File: config.mk
export PLATFORM = sky130hd
export DESIGN_NAME = quad_capture_frame_flat
export DESIGN_NICKNAME = d
export VERILOG_FILES = /design/src/rtl/quad_capture_frame_if.sv /design/src/rtl/quad_capture_frame.sv /design/src/flat_wrapper.sv
export SDC_FILE = /design/constraint.sdc
export NUM_CORES = 2
export LEC_CHECK = 0
export CAP_MARGIN = 10
export CORE_UTILIZATION = 35
export CTS_BUF_LIST = sky130_fd_sc_hd__clkbuf_4
export DETAILED_ROUTE_END_ITERATION = 10
export GPL_TIMING_DRIVEN = 0
export SYNTH_ARGS = -nofsm -noshare
export SYNTH_HDL_FRONTEND = slang
export SYNTH_SLANG_ARGS = --single-unit
File: constraint.sdc
create_clock -name clk -period 9.6 [get_ports clk]
set_input_delay 1.92 -clock clk [delete_from_list [all_inputs] [get_ports clk]]
set_output_delay 1.92 -clock clk [all_outputs]
set_load 0.05 [all_outputs]
File: src/rtl/quad_capture_frame_if.sv
// Pin, control and frame signals of the quadrature capture engine.
// The DUT attaches through the slave modport and the driving side through master.
interface quad_capture_frame_if #(
  parameter int NUM_CH    = 5,
  parameter int CNT_WIDTH = 32
);
  logic [NUM_CH-1:0]           quad_a;
  logic [NUM_CH-1:0]           quad_b;
  logic                        snap_req;
  logic                        clr_req;
  logic [NUM_CH-1:0]           clr_mask;
  logic [NUM_CH*CNT_WIDTH-1:0] counts;
  logic [31:0]                 time_now;
  logic [(NUM_CH+3)*32-1:0]    frame_data;
  logic                        frame_valid;
  logic                        busy;

  modport master (
    output quad_a, quad_b, snap_req, clr_req, clr_mask,
    input  counts, time_now, frame_data, frame_valid, busy
  );

  modport slave (
    input  quad_a, quad_b, snap_req, clr_req, clr_mask,
    output counts, time_now, frame_data, frame_valid, busy
  );
endinterface

File: src/rtl/quad_capture_frame.sv
// Multi-channel 4x quadrature decoder with prescaled timestamp and a
// snapshot frame {time, counters, status, CRC-32/MPEG-2} built on request.
module quad_capture_frame #(
  parameter int NUM_CH      = 5,
  parameter int CNT_WIDTH   = 32,
  parameter int TICK_DIV    = 50,
  parameter int SYNC_STAGES = 2
) (
  input logic                 clk,
  input logic                 reset,
  quad_capture_frame_if.slave bus
);
  localparam int NW    = NUM_CH + 2;
  localparam int PW    = (TICK_DIV > 2) ? $clog2(TICK_DIV) : 1;
  localparam int IW    = $clog2(NW);
  localparam int FILLW = $clog2(SYNC_STAGES + 1);
  localparam logic [31:0] POLY = 32'h04C1_1DB7;

  typedef enum logic [1:0] {IDLE, CRC, DONE} state_t;

  state_t state, state_nxt;

  logic [SYNC_STAGES-1:0][NUM_CH-1:0] sync_a, sync_b;
  logic [NUM_CH-1:0]                  cur_a, cur_b, prev_a, prev_b, primed;
  logic [FILLW-1:0]                   fill;
  logic [NUM_CH-1:0]                  inc, dec, err_evt;
  logic [NUM_CH-1:0][1:0]             move;
  logic [NUM_CH-1:0][CNT_WIDTH-1:0]   cnt;

  logic [PW-1:0]       presc;
  logic [31:0]         tstamp;
  logic [7:0]          seq;
  logic [NUM_CH-1:0]   err;
  logic                overrun;
  logic [31:0]         status_nxt;
  logic [NW*32-1:0]    snap_words, shadow, shadow_rot;
  logic [31:0]         crc, crc_nxt;
  logic [IW-1:0]       idx;
  logic [(NUM_CH+3)*32-1:0] frame;

  logic accept, last, ov_evt, busy, frame_valid;

  function automatic logic [1:0] quad_pos(input logic a, input logic b);
    return {b, a ^ b};
  endfunction

  function automatic logic [31:0] crc_word(input logic [31:0] c, input logic [31:0] w);
    logic [31:0] r;
    r = c;
    for (int unsigned b = 0; b < 32; b++)
      r = {r[30:0], 1'b0} ^ ((r[31] ^ w[31-b]) ? POLY : '0);
    return r;
  endfunction

  assign cur_a = sync_a[SYNC_STAGES-1];
  assign cur_b = sync_b[SYNC_STAGES-1];

  always_ff @(posedge clk) begin
    if (reset) begin
      sync_a <= '0;
      sync_b <= '0;
    end else begin
      sync_a <= {sync_a[SYNC_STAGES-2:0], bus.quad_a};
      sync_b <= {sync_b[SYNC_STAGES-2:0], bus.quad_b};
    end
  end

  // Position along 00->10->11->01; a step of 2 means both pins moved at once.
  always_comb begin
    inc     = '0;
    dec     = '0;
    err_evt = '0;
    move    = '0;
    for (int unsigned i = 0; i < NUM_CH; i++) begin
      move[i] = quad_pos(cur_a[i], cur_b[i]) - quad_pos(prev_a[i], prev_b[i]);
      if (primed[i]) begin
        inc[i]     = (move[i] == 2'd1);
        dec[i]     = (move[i] == 2'd3);
        err_evt[i] = (move[i] == 2'd2);
      end
    end
  end

  always_ff @(posedge clk) begin
    if (reset) begin
      fill   <= '0;
      primed <= '0;
      prev_a <= '0;
      prev_b <= '0;
      cnt    <= '0;
    end else begin
      if (fill != FILLW'(SYNC_STAGES)) fill <= fill + FILLW'(1);
      else                             primed <= '1;
      prev_a <= cur_a;
      prev_b <= cur_b;
      for (int unsigned i = 0; i < NUM_CH; i++) begin
        if (bus.clr_req && bus.clr_mask[i]) cnt[i] <= '0;
        else if (inc[i])                    cnt[i] <= cnt[i] + CNT_WIDTH'(1);
        else if (dec[i])                    cnt[i] <= cnt[i] - CNT_WIDTH'(1);
      end
    end
  end

  always_ff @(posedge clk) begin
    if (reset) begin
      presc  <= '0;
      tstamp <= '0;
    end else if (presc == PW'(TICK_DIV - 1)) begin
      presc  <= '0;
      tstamp <= tstamp + 32'd1;
    end else begin
      presc  <= presc + PW'(1);
    end
  end

  always_ff @(posedge clk) begin
    if (reset) state <= IDLE;
    else       state <= state_nxt;
  end

  always_comb begin
    state_nxt   = state;
    accept      = 1'b0;
    last        = 1'b0;
    ov_evt      = 1'b0;
    busy        = 1'b0;
    frame_valid = 1'b0;
    unique case (state)
      IDLE: begin
        if (bus.snap_req) begin
          accept    = 1'b1;
          state_nxt = CRC;
        end
      end
      CRC: begin
        busy   = 1'b1;
        ov_evt = bus.snap_req;
        if (idx == IW'(NW - 1)) begin
          last      = 1'b1;
          state_nxt = DONE;
        end
      end
      DONE: begin
        frame_valid = 1'b1;
        ov_evt      = bus.snap_req;
        state_nxt   = IDLE;
      end
      default: state_nxt = IDLE;
    endcase
  end

  always_comb begin
    status_nxt              = '0;
    status_nxt[NUM_CH-1:0]  = err;
    status_nxt[15]          = overrun;
    status_nxt[31:24]       = seq + 8'd1;
    snap_words              = '0;
    snap_words[NW*32-1 -: 32] = tstamp;
    for (int unsigned i = 0; i < NUM_CH; i++)
      snap_words[(NW-1-i)*32-1 -: 32] = 32'(signed'(cnt[i]));
    snap_words[31:0] = status_nxt;
  end

  // The shadow rotates one word per CRC cycle so the word being hashed is
  // always in the top slot; one more rotation restores frame order.
  assign shadow_rot = {shadow[NW*32-33:0], shadow[NW*32-1 -: 32]};
  assign crc_nxt    = crc_word(crc, shadow[NW*32-1 -: 32]);

  always_ff @(posedge clk) begin
    if (reset) begin
      shadow  <= '0;
      crc     <= '0;
      idx     <= '0;
      seq     <= '0;
      err     <= '0;
      overrun <= '0;
      frame   <= '0;
    end else begin
      err     <= err | err_evt;
      overrun <= overrun | ov_evt;
      if (accept) begin
        shadow  <= snap_words;
        crc     <= '1;
        idx     <= '0;
        seq     <= seq + 8'd1;
        err     <= err_evt;
        overrun <= ov_evt;
      end
      if (state == CRC) begin
        crc    <= crc_nxt;
        shadow <= shadow_rot;
        idx    <= idx + IW'(1);
      end
      if (last) frame <= {shadow_rot, crc_nxt};
    end
  end

  assign bus.counts      = cnt;
  assign bus.time_now    = tstamp;
  assign bus.frame_data  = frame;
  assign bus.frame_valid = frame_valid;
  assign bus.busy        = busy;
endmodule

File: src/flat_wrapper.sv
// flat-port wrapper written by rule: the top's interface ports become plain ports
module quad_capture_frame_flat 
#(
  parameter int NUM_CH      = 5,
  parameter int CNT_WIDTH   = 32,
  parameter int TICK_DIV    = 50,
  parameter int SYNC_STAGES = 2
)
  (clk, reset, bus_quad_a, bus_quad_b, bus_snap_req, bus_clr_req, bus_clr_mask, bus_counts, bus_time_now, bus_frame_data, bus_frame_valid, bus_busy);
  quad_capture_frame_if #(.NUM_CH(NUM_CH), .CNT_WIDTH(CNT_WIDTH)) bus_i ();
  input logic clk;
  input logic reset;
  input wire logic [$bits(bus_i.quad_a)-1:0] bus_quad_a;
  input wire logic [$bits(bus_i.quad_b)-1:0] bus_quad_b;
  input wire logic [$bits(bus_i.snap_req)-1:0] bus_snap_req;
  input wire logic [$bits(bus_i.clr_req)-1:0] bus_clr_req;
  input wire logic [$bits(bus_i.clr_mask)-1:0] bus_clr_mask;
  output wire logic [$bits(bus_i.counts)-1:0] bus_counts;
  output wire logic [$bits(bus_i.time_now)-1:0] bus_time_now;
  output wire logic [$bits(bus_i.frame_data)-1:0] bus_frame_data;
  output wire logic [$bits(bus_i.frame_valid)-1:0] bus_frame_valid;
  output wire logic [$bits(bus_i.busy)-1:0] bus_busy;
  assign bus_i.quad_a = bus_quad_a;
  assign bus_i.quad_b = bus_quad_b;
  assign bus_i.snap_req = bus_snap_req;
  assign bus_i.clr_req = bus_clr_req;
  assign bus_i.clr_mask = bus_clr_mask;
  assign bus_counts = bus_i.counts;
  assign bus_time_now = bus_i.time_now;
  assign bus_frame_data = bus_i.frame_data;
  assign bus_frame_valid = bus_i.frame_valid;
  assign bus_busy = bus_i.busy;
  quad_capture_frame #(.NUM_CH(NUM_CH), .CNT_WIDTH(CNT_WIDTH), .TICK_DIV(TICK_DIV), .SYNC_STAGES(SYNC_STAGES)) u_core (.clk(clk), .reset(reset), .bus(bus_i));
endmodule
==> results.ini <==
[global_route]
grt_start_max_net_pins=32
grt-ovfl-total=0
antenna_found_initial=6
grt_pass1_vias=35720
grtUsageTotal_pct=26.14
grt_pass1_wl_um=227300

[synthesis]
async_flop_share_pct=0
synthTopCellsByArea=dfxtp_1 (38%), a21oi_1 (12%), nand2_1 (11%), xnor2_1 (6.8%), ha_1 (5.2%)
synth_area_per_cell_sq_um=7.708
netlist_area_sq_um=39730
ys_seq_elements=762
synth_flop_cell=dfxtp_1
synthesis.nets=5344
synth_commonest_cells=nand2_1 (1,192), a21oi_1 (926), dfxtp_1 (762), nor2_1 (442), xnor2_1 (308)
syn_inst=5154
yosysWarnings=0
synth.most_common_cell=nand2_1
synth_area_leader_cell=dfxtp_1
ys_types=63
synth.top_cell.area_share_pct=38.40
synth_seq_area_share_pct=38.40
synth_edf_count=0

[drt]
routed-via-count=38520
highest_layer=met5
wl_met1_um=66520
drt_iter0_drc=3334
drt-total-wl_um=155700
postRouteAntennaNets=0
dr.pass1.iters=6
drc=0
dr_wl_met2_um=69460
wl_per_cell_um=20.80
vias_per_cell=5.145
dr_wl_met3_um=12710

[worst_setup_path]
cp-start-kind=register
crit_arrival_ns=7.98
startpoint=u_core.primed[0]
cp-endpoint=u_core.bus.counts[63]
crit_path_max_fanout=24
r2r_end=u_core.bus.counts[63]
rr_startpoint=u_core.primed[0]
rrSetupSlack_ns=2.69
r2r_cells=19
cp-end-kind=register
cp.required_ns=10.67
critical_path_class=register to register

[clock_network]
cts_max_path_buffers=3
clock_latency_ns=1.18
htree_levels=4
cts_setup_buffers=0
postCtsHoldBufs=0
cts_buffers=205
cts_root_buffer=clkbuf_4
ctsResizeCount=0
clkSinkCount=762
cts_tree=yes
clk_pin_slew_ns=0.07

[finish]
nFillCells=11530
num-nets-final=6023
layout-area-overhead-vs-synth_pct=23.27
drive_gt1_share_pct=9.368

[die]
die_x_um=338.9
coreArea_sq_um=112500
die_y_um=338.9
num_rows=123
die_area_sq_um=114900
ioPinCount=469
start_util_pct=35.31

[sta]
period_share_pct=71.96
fin_crit_ns=6.908
hold_violations=0
setup_viol=0
rsz0062_at_grt=false
skew_ns=0.1115
slew_viol_final=0
fmax_ghz=0.1448
worstMarginPinSlew_ns=1.123
tns_ns=0
slew_headroom_pct=25.14

[job]
cap_violations=0

[placement]
numPortBuffers=466
place_congestion=0.9441
dpl.hpwl_um=121800

[run_status]
status=finished clean

[min_path]
hold_path_class=register to register

-- how the worst min path moves through the flow --
stage,startpoint,end,cells past startpoint
global route,u_core.sync_a[3],u_core.cur_a[3],1
floorplan,u_core.sync_a[0],u_core.cur_a[0],1
finish,u_core.sync_a[3],u_core.cur_a[3],1
detailed placement,u_core.sync_b[1],u_core.cur_b[1],1
CTS,u_core.sync_a[3],u_core.cur_a[3],1
global placement,u_core.sync_b[2],u_core.cur_b[2],1
-- kinds of logic (layout without fill, tap and decap cells) --
kind of cell	Yosys count	count (layout)	share of synthesized area, %
buffers and inverters	543	1367	6.945
flip-flops	762	762	38.40
other	0	9	0
adder cells (fa/ha/maj)	171	171	5.480
AND/OR/NAND/NOR	1918	1918	19.65
multiplexers	8	8	0.2047
AO/OA/AOI/OAI	1290	1290	18.21
XOR/XNOR	462	462	11.11
-- cell type report --
class                   instances  area [sq um]  share of cell area [%]
multi-input cells            3849         21710                   44.34
flip-flops and latches        762         15250                   31.15
repair buffers                472          4792                   9.785
plain buffers                 487          2550                   5.207
clock buffers                 299          2245                   4.584
well taps                    1500          1877                   3.832
clock inverters                53         307.8                  0.6285
inverters                      56         210.2                  0.4292
diodes                          9         22.52                 0.04599
-- stage by stage --
step                utilization [%]  cells  instance area, sq um  setup WS [ns]  hold slack, ns
floorplan                         -   5154                 39730          4.394          0.4138
global placement              41.13   7120                 46270          2.137          0.4179
detailed placement            41.14   7121                 46280          2.068          0.4204
CTS                           43.41   7473                 48840          2.084          0.4138
global route                  43.53   7486                 48970          2.231          0.4126
finish                        43.53   7487                 48970          2.692          0.3960
-- flip-flops by register name (all words and copies together), names as in the netlist, 6 cells and up --
register / flops
u_core.bus.frame_data: 256
u_core.presc: 6
u_core.crc: 32
u_core.bus.counts: 160
u_core.seq: 8
u_core.shadow: 224
u_core.bus.time_now: 32
-- cell usage in the layout (no fill, tap or decap), drive strengths merged, types with 9 or more instances in the layout --
master	synthesis	routed
o21a	16	16
inv	56	63
a31oi	15	15
dfxtp	762	762
nor2	442	442
nor2b	46	46
nand4	14	14
diode	0	9
nand2b	23	23
xnor2	337	337
clkbuf	269	568
a21oi	926	926
buf	218	224
clkinv	0	43
ha	166	166
a211oi	89	89
o21bai	40	40
or3	21	21
o21ai	75	75
a21o	65	65
a211o	9	9
clkdlybuf4s50	0	466
xor2	124	124
and3	24	24
nand2	1192	1192
nand3	50	50
nor3	67	67
o211ai	9	9
-- layer usage --
metal | track usage, % | vias to the layer above
met2 | 40.53 | 1573
met4 | 12.42 | 6
met5 | 0 | -
met3 | 5.283 | 302
li1 | - | 18610
met1 | 34.59 | 18030
-- worst max-delay path, cell delays in order, from the launching register on --
cell	delay, ns
dfxtp_1	0.61
clkbuf_1	0.80
nor2b_1	0.53
clkbuf_1	0.54
nand2_1	0.44
buf_16	0.30
ha_1	0.28
a21o_1	0.17
a21o_1	0.20
a2111oi_0	0.56
o32ai_1	0.25
and2_1	0.21
o31ai_1	0.49
o31ai_1	0.13
o21a_1	0.15
a41o_1	0.27
o41ai_1	0.34
xnor2_1	0.14
or3_1	0.32
a21oi_1	0.14
Power is not shown: default switching activity piles up to over one toggle a cycle in this logic, so the estimate is an artifact.
